### config.mk
export PLATFORM = sky130hd
export DESIGN_NAME = qnigma_ram_arb
export DESIGN_NICKNAME = d
export VERILOG_FILES = /design/src/rtl/qnigma_ram_arb.sv
export SDC_FILE = /design/constraint.sdc
export NUM_CORES = 1
export LEC_CHECK = 0
export BUFFER_PORTS_ARGS = -buffer_cell sky130_fd_sc_hd__buf_2
export CELL_PAD_IN_SITES_DETAIL_PLACEMENT = 0
export CELL_PAD_IN_SITES_GLOBAL_PLACEMENT = 1
export CORE_MARGIN = 3
export CORE_UTILIZATION = 31
export DETAILED_ROUTE_END_ITERATION = 7
export PLACE_DENSITY = 0.9
export RECOVER_POWER = 50
export SYNTH_ARGS = -nofsm -noshare
export SYNTH_HDL_FRONTEND = slang
export SYNTH_SLANG_ARGS = --single-unit
export TNS_END_PERCENT = 50
### constraint.sdc
create_clock -name clk -period 4.6 [get_ports clk]
set_input_delay 1.38 -clock clk [delete_from_list [all_inputs] [get_ports clk]]
set_output_delay 1.38 -clock clk [all_outputs]
set_load 0.005 [all_outputs]
### src/rtl/qnigma_ram_arb.sv
// +--------------------------------------------------------------------------+
// | qnigma_ram_arb : round-robin single-port RAM arbiter with lock support   |
// | Rev 1.0                                                                  |
// +--------------------------------------------------------------------------+
`default_nettype none

module qnigma_ram_arb #(
  parameter int AW = 16,
  parameter int DW = 16,
  parameter int NR = 4
) (
  input  logic             clk,
  input  logic             rst_n,
  input  logic [NR-1:0]    req,
  input  logic [NR-1:0]    wr,
  input  logic [NR-1:0]    lock,
  input  logic [NR*AW-1:0] addr,
  input  logic [NR*DW-1:0] wdata,
  output logic [NR-1:0]    gnt,
  output logic [NR-1:0]    rd_vld,
  output logic [DW-1:0]    rd_data,
  output logic [AW-1:0]    ram_a,
  output logic [DW-1:0]    ram_d,
  output logic             ram_w,
  input  logic [DW-1:0]    ram_q
);

  localparam int IW = $clog2(NR);

  logic [AW-1:0] w_addr_arr  [NR];
  logic [DW-1:0] w_wdata_arr [NR];

  logic [NR-1:0] w_lock_mask;
  logic [NR-1:0] w_elig;
  logic [NR-1:0] w_gnt;
  logic [NR-1:0] w_s1_dec;
  logic [IW-1:0] w_cand;
  logic [IW-1:0] w_idx;
  logic          w_any;

  logic [IW-1:0] r_last;
  logic [IW-1:0] r_lock_own;
  logic          r_lock_vld;
  logic [IW-1:0] r_s1_idx;
  logic          r_s1_vld;

  genvar gk;
  generate
    for (gk = 0; gk < NR; gk++) begin : g_unpack
      assign w_addr_arr[gk]  = addr[gk*AW +: AW];
      assign w_wdata_arr[gk] = wdata[gk*DW +: DW];
    end
  endgenerate

  // Search starts one past the last winner; a lock narrows eligibility to its owner.
  always_comb begin
    w_lock_mask = '1;
    if (r_lock_vld) begin
      w_lock_mask             = '0;
      w_lock_mask[r_lock_own] = 1'b1;
    end
    w_elig = req & w_lock_mask;
    w_any  = 1'b0;
    w_idx  = '0;
    w_cand = '0;
    for (int i = 1; i <= NR; i++) begin
      w_cand = IW'((int'(r_last) + i) % NR);
      if (!w_any && w_elig[w_cand]) begin
        w_any = 1'b1;
        w_idx = w_cand;
      end
    end
    w_gnt = '0;
    if (w_any && rst_n) w_gnt[w_idx] = 1'b1;
  end

  always_comb begin
    w_s1_dec = '0;
    if (r_s1_vld) w_s1_dec[r_s1_idx] = 1'b1;
  end

  assign gnt     = w_gnt;
  assign rd_data = ram_q;

  always_ff @(posedge clk or negedge rst_n) begin
    if (!rst_n) begin
      ram_a      <= '0;
      ram_d      <= '0;
      ram_w      <= 1'b0;
      rd_vld     <= '0;
      r_s1_vld   <= 1'b0;
      r_s1_idx   <= '0;
      r_lock_vld <= 1'b0;
      r_lock_own <= '0;
      r_last     <= IW'(NR - 1);
    end else begin
      ram_w    <= 1'b0;
      r_s1_vld <= w_any && !wr[w_idx];
      r_s1_idx <= w_idx;
      rd_vld   <= w_s1_dec;
      if (w_any) begin
        ram_a  <= w_addr_arr[w_idx];
        ram_d  <= w_wdata_arr[w_idx];
        ram_w  <= wr[w_idx];
        r_last <= w_idx;
      end
      // While owned, any grant necessarily belongs to the owner.
      if (r_lock_vld) begin
        if (!req[r_lock_own] || (w_any && !lock[w_idx])) r_lock_vld <= 1'b0;
      end else if (w_any && lock[w_idx]) begin
        r_lock_vld <= 1'b1;
        r_lock_own <= w_idx;
      end
    end
  end

endmodule

`default_nettype wire

==> impl_results.md, run 1 <==
- Sequential share of the synthesized area: 32.9%
- Fin. Hold Viols: 0
- Synth Instances: 328
- Post-DP HPWL: 7.05 mm
- Max VDD drop: 0.000353 V
- Failing checks: max-capacitance violations, max-slew violations
- Row count: 37
- Cts hold-fix bufs: 0
- Gr ovfl total: 0
- Number of global-route vias before repair: 2,937
- Worst-Skew Late Latency: 290 ps
- Die width: approximately 110 um
- Post-CTS setup buffer count: 0
- Yosys reg bits: 45
- Startpoint types: input pin
- Syn Area/Cell: 10.5 um^2
- Setup crit end kind: primary output
- Final max-slew violation count: 46
- Wire per inst: 14.2 um
- CP peak stage delay: 400 ps
- Ys flop type: dfrtp_1
- TritonCTS clock tree: done
- Synthesized net count: ~500
- Hold slack: 466 ps
- Input/output buffers: between 150 and 200
- Worst slew pin tran: 2390 ps
- Skew final: 5.96 ps
- Arrival time at the worst endpoint: 2920 ps
- Cell Chain, Critical Path: buf_2 -> mux2_2 -> a211o_1 -> o311a_1 -> nand2_4 -> inv_4 -> nor2_1 -> buf_2
- Fin crit period: approximately 4300 ps
- Initial Util: between 30% and 40%
- TritonCTS Buffers: 5
- Most common cell in the netlist: mux2i_1
- Final setup vio count: 0
- Drt total wl: 8.81 mm
- CP max-delay cell: o311a_1
- Status: finished with violations
- Core area: about 0.011 mm^2
- Reg clk slew, reported paths: 80 ps
- Clock tree buffer depth: 2
- Die area: ~0.012 mm^2
- Hold crit path type: reg -> reg
- Synth area leader: dfrtp_1
- Crit path buf inv count: 3
- Ant. Diodes: 0
- Root buf cell: clkbuf_8
- Slew HR: -59.2%
- Ratio of cells with drive above 1 in the final layout: 46.3%
- Yosys warnings: 0
- RSZ-0062 raised after global routing: false
- Synthesized area: 0.00343 mm^2
- Sink Count: 45
- DR vias/cell: roughly 4.7
- Critical-path maximum fanout: 7
- Final setup TNS: 0 ps
- Max Cap Viol: 1
- DR pass1 iterations: 4
- Critical path data required time: between 3000 and 4000 ps
- P&R area growth vs syn: 26.6%
- Post-synth EDFFs: 0
- Antenna violations before repair: 0
- CTS resizes: 0
- Fmax achieved: 233 MHz
- Worst path top cell family by delay: compound AO/OA/AOI/OAI gates
- Largest net degree at the start of global routing: 46
- Leak pwr: 2.13 nW
- Vias: 2,933
- Final nets: roughly 640
- Htree depth: 2
- First-pass GRT wire length: 14.0 mm
- Synth top cells by count: mux2i_1 (74), dfrtp_1 (43), nand2_1 (37), o21ai_1 (27), mux2_4 (26)
- Final Wtd Congestion: 0.837
- CP Class: in -> out
- # IOs: roughly 220
- Synth area leaders: dfrtp_1 (31%), mux2i_1 (22%), mux2_4 (11%)
- Final period utilization: between 90 and 100%
- Synth top area share: 31.3%
- # DRC: 0
- Tot GR Track Use: 13.5%
- ANT nets after route: 0
- Die height: 111 um
- Crit path top cell by count: buf_2
- Asr flop ratio synth: 100%
- PD cells: ~750 mW/mm^2
- Distinct cell type count after synthesis: 46
- Iter 0 DRT Violations: 74
-- stage by stage --
stage	setup WS, ps	instances	instance area [um^2]	total power, W	utilization, %
CTS	293	620	4380	0.00335	41.5
global route	203	620	4350	0.00354	41.2
finish	303	620	4350	0.00326	41.2
floorplan	408	328	3430	0.00263	-
global placement	377	612	4260	0.00295	40.3
detailed placement	296	612	4260	0.00302	40.3
-- state kept, by name, indices dropped and copies added (netlist names) --
register and flops:
r_s1_idx 2, ram_w 1, r_lock_vld 1, rd_vld 4
r_s1_vld 1, ram_a 16, r_last 2, r_lock_own 2
ram_d 16
-- power breakdown --
group	internal [W]	switching (W)	total (W)	leakage (nW)
clock network	0.000177	0.000133	0.000310	0.0574
registers	0.000618	0.000170	0.000788	0.540
logic	0.00113	0.00103	0.00217	1.53
-- layer usage --
layer  track usage, %  routed length (um)  vias to the layer above
li1                 -                   -                     1467
met3             4.09                 791                       11
met2             23.7                4310                      130
met5                0                   0                        -
met4             3.24                 112                        0
met1             16.3                3600                     1325
-- layout by cell type, fill, tap and decap left out, types with 4 or more instances in the layout --
master / synthesis / final
buf_4: 17 / 5
nand4b_1: 4 / 4
nand2_1: 37 / 37
clkbuf_1: 7 / 21
dfrtp_1: 43 / 43
mux2_4: 26 / 26
a21oi_1: 6 / 6
buf_2: 3 / 162
mux2i_1: 74 / 74
o21ai_2: 6 / 6
clkbuf_8: 0 / 6
inv_1: 4 / 4
mux2_2: 7 / 7
o21ai_1: 27 / 27
nor2_1: 11 / 11
-- area by class of cell --
type | count | area [um^2]
Timing Repair Buffer | 188 | 927
Sequential cell | 45 | 1130
Multi-Input combinational cell | 238 | 1980
Tap cell | 136 | 170
Clock buffer | 6 | 82.6
Clock inverter | 2 | 37.5
Fill cell | 1069 | 6210
Inverter | 5 | 21.3
-- kinds of logic after synthesis --
family	Yosys count	synth area share (%)
simple gates	73	11.0
flops	45	32.9
buf+inv	45	9.80
mux	108	35.6
compound gates	57	10.8
-- final timing paths --
kind	startpoint	endpoint	slack [ps]	cells after the start
min reg2reg	r_s1_idx[0]	rd_vld[2]	470	1
min in group asynchronous	rst_n	ram_w	2020	2
max	req[1]	gnt[0]	300	8
min	r_s1_idx[0]	rd_vld[2]	470	1
max reg2reg	r_last[0]	ram_d[2]	1440	9
max in group asynchronous	rst_n	ram_d[15]	1220	2
No activity file was read; power rests on OpenSTA's default activity.
==> run 2: changes to the inputs <==
Settings changed: ABC_AREA from default to 1, CORE_UTILIZATION 31 to 27.
==> run 2 against run 1 <==
  * The flow still finishes with violations (max-capacitance violations, max-slew violations)
  * Synthesized cell count increased by 79%
  * Critical path type unchanged
  * Highest routed layer unchanged
  * Design area increased by 0.89%
  * Clock-buffer cell count decreased by 1
  * Final cell count increased by 46%
  * Critical path depth increased by 5
  * Utilization decreased by 5.0 points
  * Register-to-register slack improved by 450 ps
  * Die area increased by 12%
  * Flip-flop and latch count unchanged
  * Clock skew increased by 1.6 ps
  * Wire length increased by 19%
  * Maximum frequency increased by 4.9%
==> impl_results.md, run 2 <==
- Synth area leader: nand2_1
- Die width: ~120 um
- Most frequent cells in the layout: nand2_1 (427), buf_2 (163), dfrtp_1 (43)
- Row count: 40
- Tot GR Track Use: 15.1%
- Worst-Skew Late Latency: 280 ps
- Worst slew pin tran: 2390 ps
- DR vias/cell: between 4 and 5
- ANT nets after route: 0
- Gr ovfl total: 0
- Fin crit period: 4100 ps
- Critical path data required time: 3220 ps
- RSZ-0062 raised after global routing: false
- Initial Util: between 20% and 30%
- Synth area leaders: nand2_1 (48%), dfrtp_1 (32%), buf_4 (4.0%)
- DR pass1 iterations: 4
- Reg clk slew, reported paths: 60 ps
- Syn Area/Cell: between 5 and 6 um^2
- Core area: 0.0121 mm^2
- Largest net degree at the start of global routing: 67
- Synthesized net count: roughly 740
- Skew final: ~7.6 ps
- Final Wtd Congestion: 0.857
- Failing checks: max-capacitance violations, max-slew violations
- Input/output buffers: 182
- TritonCTS clock tree: done
- Die height: 118 um
- Met2 Usage GRT: 25.8%
- Asr flop ratio synth: 100%
- Fmax achieved: 244 MHz
- Die area: 0.0139 mm^2
- Fillers: 1,415
- Final nets: about 900
- Number of global-route vias before repair: 3,651
- TritonCTS Buffers: 5
- Final max-slew violation count: 46
- CP peak stage delay: 160 ps
- Synth top cells by count: nand2_1 (427), dfrtp_1 (43), buf_4 (18), nand3_1 (18), inv_1 (17)
- # DRC: 0
- Startpoint types: input pin
- Post-DP HPWL: 7.86 mm
- Iter 0 DRT Violations: about 190
- Final setup vio count: 0
- Max Cap Viol: 1
- Met1 Use GR: a little under a fifth
- Distinct cell type count after synthesis: 23
- # IOs: 215
- Hold crit path type: reg -> reg
- Sequential share of the synthesized area: 33.5%
- CP Class: in -> out
- Largest regs: ram_a: 16 flops, ram_d: 16 flops, rd_vld: 4 flops
- Post-CTS setup buffer count: 0
- Htree depth: 2
- Yosys warnings: 0
- Wire per inst: 11.5 um
- CTS resizes: 0
- Fin. Hold Viols: 0
- Synth top area share: 47.5%
- Most common cell after layout, fill and taps aside: nand2_1
- Clock tree buffer depth: 2
- Status: finished with violations
- Final period utilization: 89.1%
- Sink Count: 45
- Ratio of cells with drive above 1 in the final layout: 25.8%
- Arrival time at the worst endpoint: 2720 ps
- P&R area growth vs syn: 30.1%
- Cts hold-fix bufs: 0
- Dpl cells: 899
- Synth Instances: between 500 and 600
- Synthesized area: 0.00337 mm^2
- Antenna violations before repair: 0
- Root buf cell: clkbuf_16
- Finished Core Util: 36.2%
- Final setup TNS: 0 ps
- Most common cell in the netlist: nand2_1
- Slew HR: -59.2%
- Setup crit end kind: primary output
- Ant. Diodes: 0
- Ys flop type: dfrtp_1
- Critical-path maximum fanout: 5
- Crit path buf inv count: 3
- Hold slack: 458 ps
- Post-synth EDFFs: 0
- Vias: 3,848
- Fin cells: 907
- Drt total wl: approximately 10 mm
- Worst path top cell family by delay: simple AND/OR/NAND/NOR gates
- First-pass GRT wire length: 17.6 mm
- Yosys reg bits: 45
- GR Util met3: 4.04%
- CP max-delay cell: nor2_2
- Gr busiest metal: met2
- Cell Chain, Critical Path: buf_2 -> nand3_1 -> nand3_1 -> nand3_1 -> nand2_1 -> nor2_2 -> nand2_1 -> nor2_1 -> nand2_1 -> nand2_2 -> inv_2 -> nor3_1 -> buf_2
-- run 2: cell types whose count changed after synthesis, moves of 5 or more --
cell,before,now
a21oi_1,6,1
buf_2,3,14
o21ai_1,27,0
mux2_2,7,0
mux2i_1,74,0
nor3_1,0,8
nand3_1,3,18
nand2_1,37,427
o21ai_2,6,0
mux2_4,26,0
nor2_1,11,4
buf_6,10,4
inv_1,4,17
-- run 2: final timing paths --
path,start,endpoint,slack [ps],cells after the start
worst min register to register,r_s1_idx[1],rd_vld[1],460,1
worst max-delay path,req[2],gnt[2],500,13
max in group asynchronous,rst_n,ram_a[12],1230,2
worst max register to register,r_last[0],ram_a[4],1890,17
min in group asynchronous,rst_n,ram_d[0],2010,2
worst min-delay path,r_s1_idx[1],rd_vld[1],460,1
-- run 2: final cells by class --
| cell class | count | area [um^2] | share of cell area, % |
|---|---|---|---|
| multi-input combinational | 473 | 1870 | 42.7 |
| sequential | 45 | 1130 | 25.7 |
| timing repair buffer | 191 | 951 | 21.7 |
| tap | 168 | 210 | 4.79 |
| clock buffer | 5 | 125 | 2.85 |
| inverter | 22 | 82.6 | 1.88 |
| clock inverter | 3 | 17.5 | 0.399 |
-- run 2: per-stage QoR --
step / worst slack (ps) / cell area, um^2
6_report: 502 / 4390
2_1_floorplan: 652 / 3370
3_3_place_gp: 591 / 4280
5_1_grt: 287 / 4390
3_5_place_dp: 531 / 4280
4_1_cts: 527 / 4420
-- run 2: kinds of logic after synthesis --
kind of cell | count (synthesis) | synth area share (%)
AND/OR/NAND/NOR | 466 | 54.1
buffers and inverters | 68 | 11.0
XOR/XNOR | 2 | 0.742
AO/OA/AOI/OAI | 5 | 0.742
flip-flops | 45 | 33.5
-- run 2: layer usage --
| layer | up-vias | share of wire [%] | wire length, um |
|---|---|---|---|
| met4 | 0 | 1.9 | 200 |
| li1 | 2043 | - | - |
| met1 | 1646 | 45 | 4710 |
| met2 | 143 | 46 | 4800 |
| met3 | 16 | 7.1 | 740 |
| met5 | - | 0 | 0 |
Power of run 2 is left out: the tool's default activity adds up to more than one toggle a clock period on the data nets, which glitch-free logic cannot reach.
==> run 3: changes to the inputs <==
Settings changed: PLACE_DENSITY 0.9 to default, PLACE_DENSITY_LB_ADDON from default to 0.1.
Clock period 4.6 ns to 4.4 ns, I/O delays scaled along.
==> run 3 against run 2 <==
  * The run still ends with max-capacitance violations, max-slew violations left
  * First-iteration DRC count fell by 16%
  * Setup slack worse by 72 ps
  * Worst hold slack worse by 3.1 ps
  * Utilization grew 0.11 points
  * Non-clock buffer count up 1
  * Register-to-register slack worse by 110 ps
  * Clock skew about the same
  * Largest cell class unchanged
  * Critical path depth is the same
  * Via count up 0.68%
  * Sequential share of layout area fell by 0.080 points
  * Design area is 0.31% higher
  * Flip-flop and latch count unchanged
==> impl_results.md, run 3 (synthesis gave the netlist of run 2 again) <==
- Iter 0 DRT Violations: 162
- Initial Util: between 20 and 30%
- Reg clk slew, reported paths: around 60 ps
- Fillers: 1,407
- Most common cell after layout, fill and taps aside: nand2_1
- Largest net degree at the start of global routing: 67
- Startpoint types: input pin
- TritonCTS Buffers: 5
- P&R area growth vs syn: 30.5%
- Wire per inst: between 10 and 15 um
- Die area: 0.0139 mm^2
- DR pass1 iterations: 4
- Vias: 3,874
- Final setup vio count: 0
- TritonCTS clock tree: done
- Critical path data required time: 3080 ps
- Drt total wl: about 11 mm
- # DRC: 0
- RSZ-0062 raised after global routing: false
- Die height: 118 um
- Antenna violations before repair: 0
- Die width: 118 um
- Post-DP HPWL: between 8 and 9 mm
- Largest regs: ram_a: 16 flops, ram_d: 16 flops, rd_vld: 4 flops
- CP Class: in -> out
- DR vias/cell: 4.27
- Arrival time at the worst endpoint: 2650 ps
- Number of global-route vias before repair: 3,747
- Failing checks: max-capacitance violations, max-slew violations
- Input/output buffers: 182
- Most frequent cells in the layout: nand2_1 (426), buf_2 (163), dfrtp_1 (43)
- Root buf cell: clkbuf_16
- Fin. Hold Viols: 0
- Setup crit end kind: primary output
- Core area: 0.0121 mm^2
- Fmax achieved: 252 MHz
- Worst-Skew Late Latency: 290 ps
- Final setup TNS: 0 ps
- CTS resizes: 0
- Final nets: 897
- Critical-path maximum fanout: 4
- Final Wtd Congestion: 0.824
- Final period utilization: 90.2%
- # IOs: 215
- First-pass GRT wire length: 18.1 mm
- Area of the multi-input gates: 0.00188 mm^2
- Register area: 0.00113 mm^2
- Post-CTS setup buffer count: 0
- Status: finished with violations
- Clock tree buffer depth: 2
- Ratio of cells with drive above 1 in the final layout: 26.1%
- Sink Count: 45
- Max Cap Viol: 1
- Tot GR Track Use: 15.8%
- Skew final: between 7 and 8 ps
- ANT nets after route: 0
- Fin crit period: 3970 ps
- Worst slew pin tran: 2480 ps
- Row count: 40
- Final max-slew violation count: 46
- Cts hold-fix bufs: 0
- Htree depth: 2
- Hold crit path type: reg -> reg
- Gr ovfl total: 0
- Slew HR: -65.2%
- Ant. Diodes: 0
==> run 3: changes by cell type in the layout (fill, tap and decap cells not counted) <==
cell	change
buf_4	+1
clkinv_2	-1
inv_6	+1
nand2_1	-1
nand2_2	+1
==> run 3: critical path, stage by stage <==
cell and delay [ps]:
buf_2 110, nand3_1 90, nand3_1 90, nand3_1 120, nand2_1 100, inv_2 80
nand2_1 50, o21ai_0 170, inv_1 70, nand2_2 100, inv_2 50, nor3_1 150
buf_2 150
==> run 3: final cells by class <==
| class | instances | share of cell area (%) |
|---|---|---|
| repair buffers | 192 | 21.8 |
| clock buffers | 5 | 2.84 |
| well taps | 168 | 4.78 |
| inverters | 22 | 1.88 |
| flip-flops and latches | 45 | 25.6 |
| clock inverters | 3 | 0.483 |
| multi-input cells | 473 | 42.6 |
==> run 3: metrics by stage <==
step                      std cells  utilization (%)  hold WS (ps)  area [um^2]  setup WS, ps
final                           908             36.3           455         4400           430
after global routing            908             36.3           484         4400           273
after CTS                       908             36.6           457         4430           469
after detailed placement        900             35.4           448         4280           472
after global placement          900             35.4           449         4280           507
after floorplan                 586                -           432         3370           572
==> run 3: worst paths after layout <==
check,end,start,depth (start not counted),slack [ps]
setup reg to reg,ram_d[3],r_last[0],17,1780
hold / removal,rd_vld[0],r_s1_idx[0],1,460
setup / recovery,gnt[3],req[1],13,430
max in group asynchronous,r_s1_idx[1],rst_n,2,990
min in group asynchronous,ram_d[1],rst_n,2,1980
hold reg to reg,rd_vld[0],r_s1_idx[0],1,460
==> run 3: per-layer routing <==
| layer | wire [um] | up-vias | global-route usage (%) |
|---|---|---|---|
| met5 | 0 | - | 0 |
| met4 | 161 | 0 | 4.32 |
| met3 | 748 | 13 | 4.47 |
| met2 | 5190 | 120 | 26.2 |
| met1 | 4850 | 1695 | 20.1 |
| li1 | - | 2046 | - |
Power of run 3 is left out for the same reason.
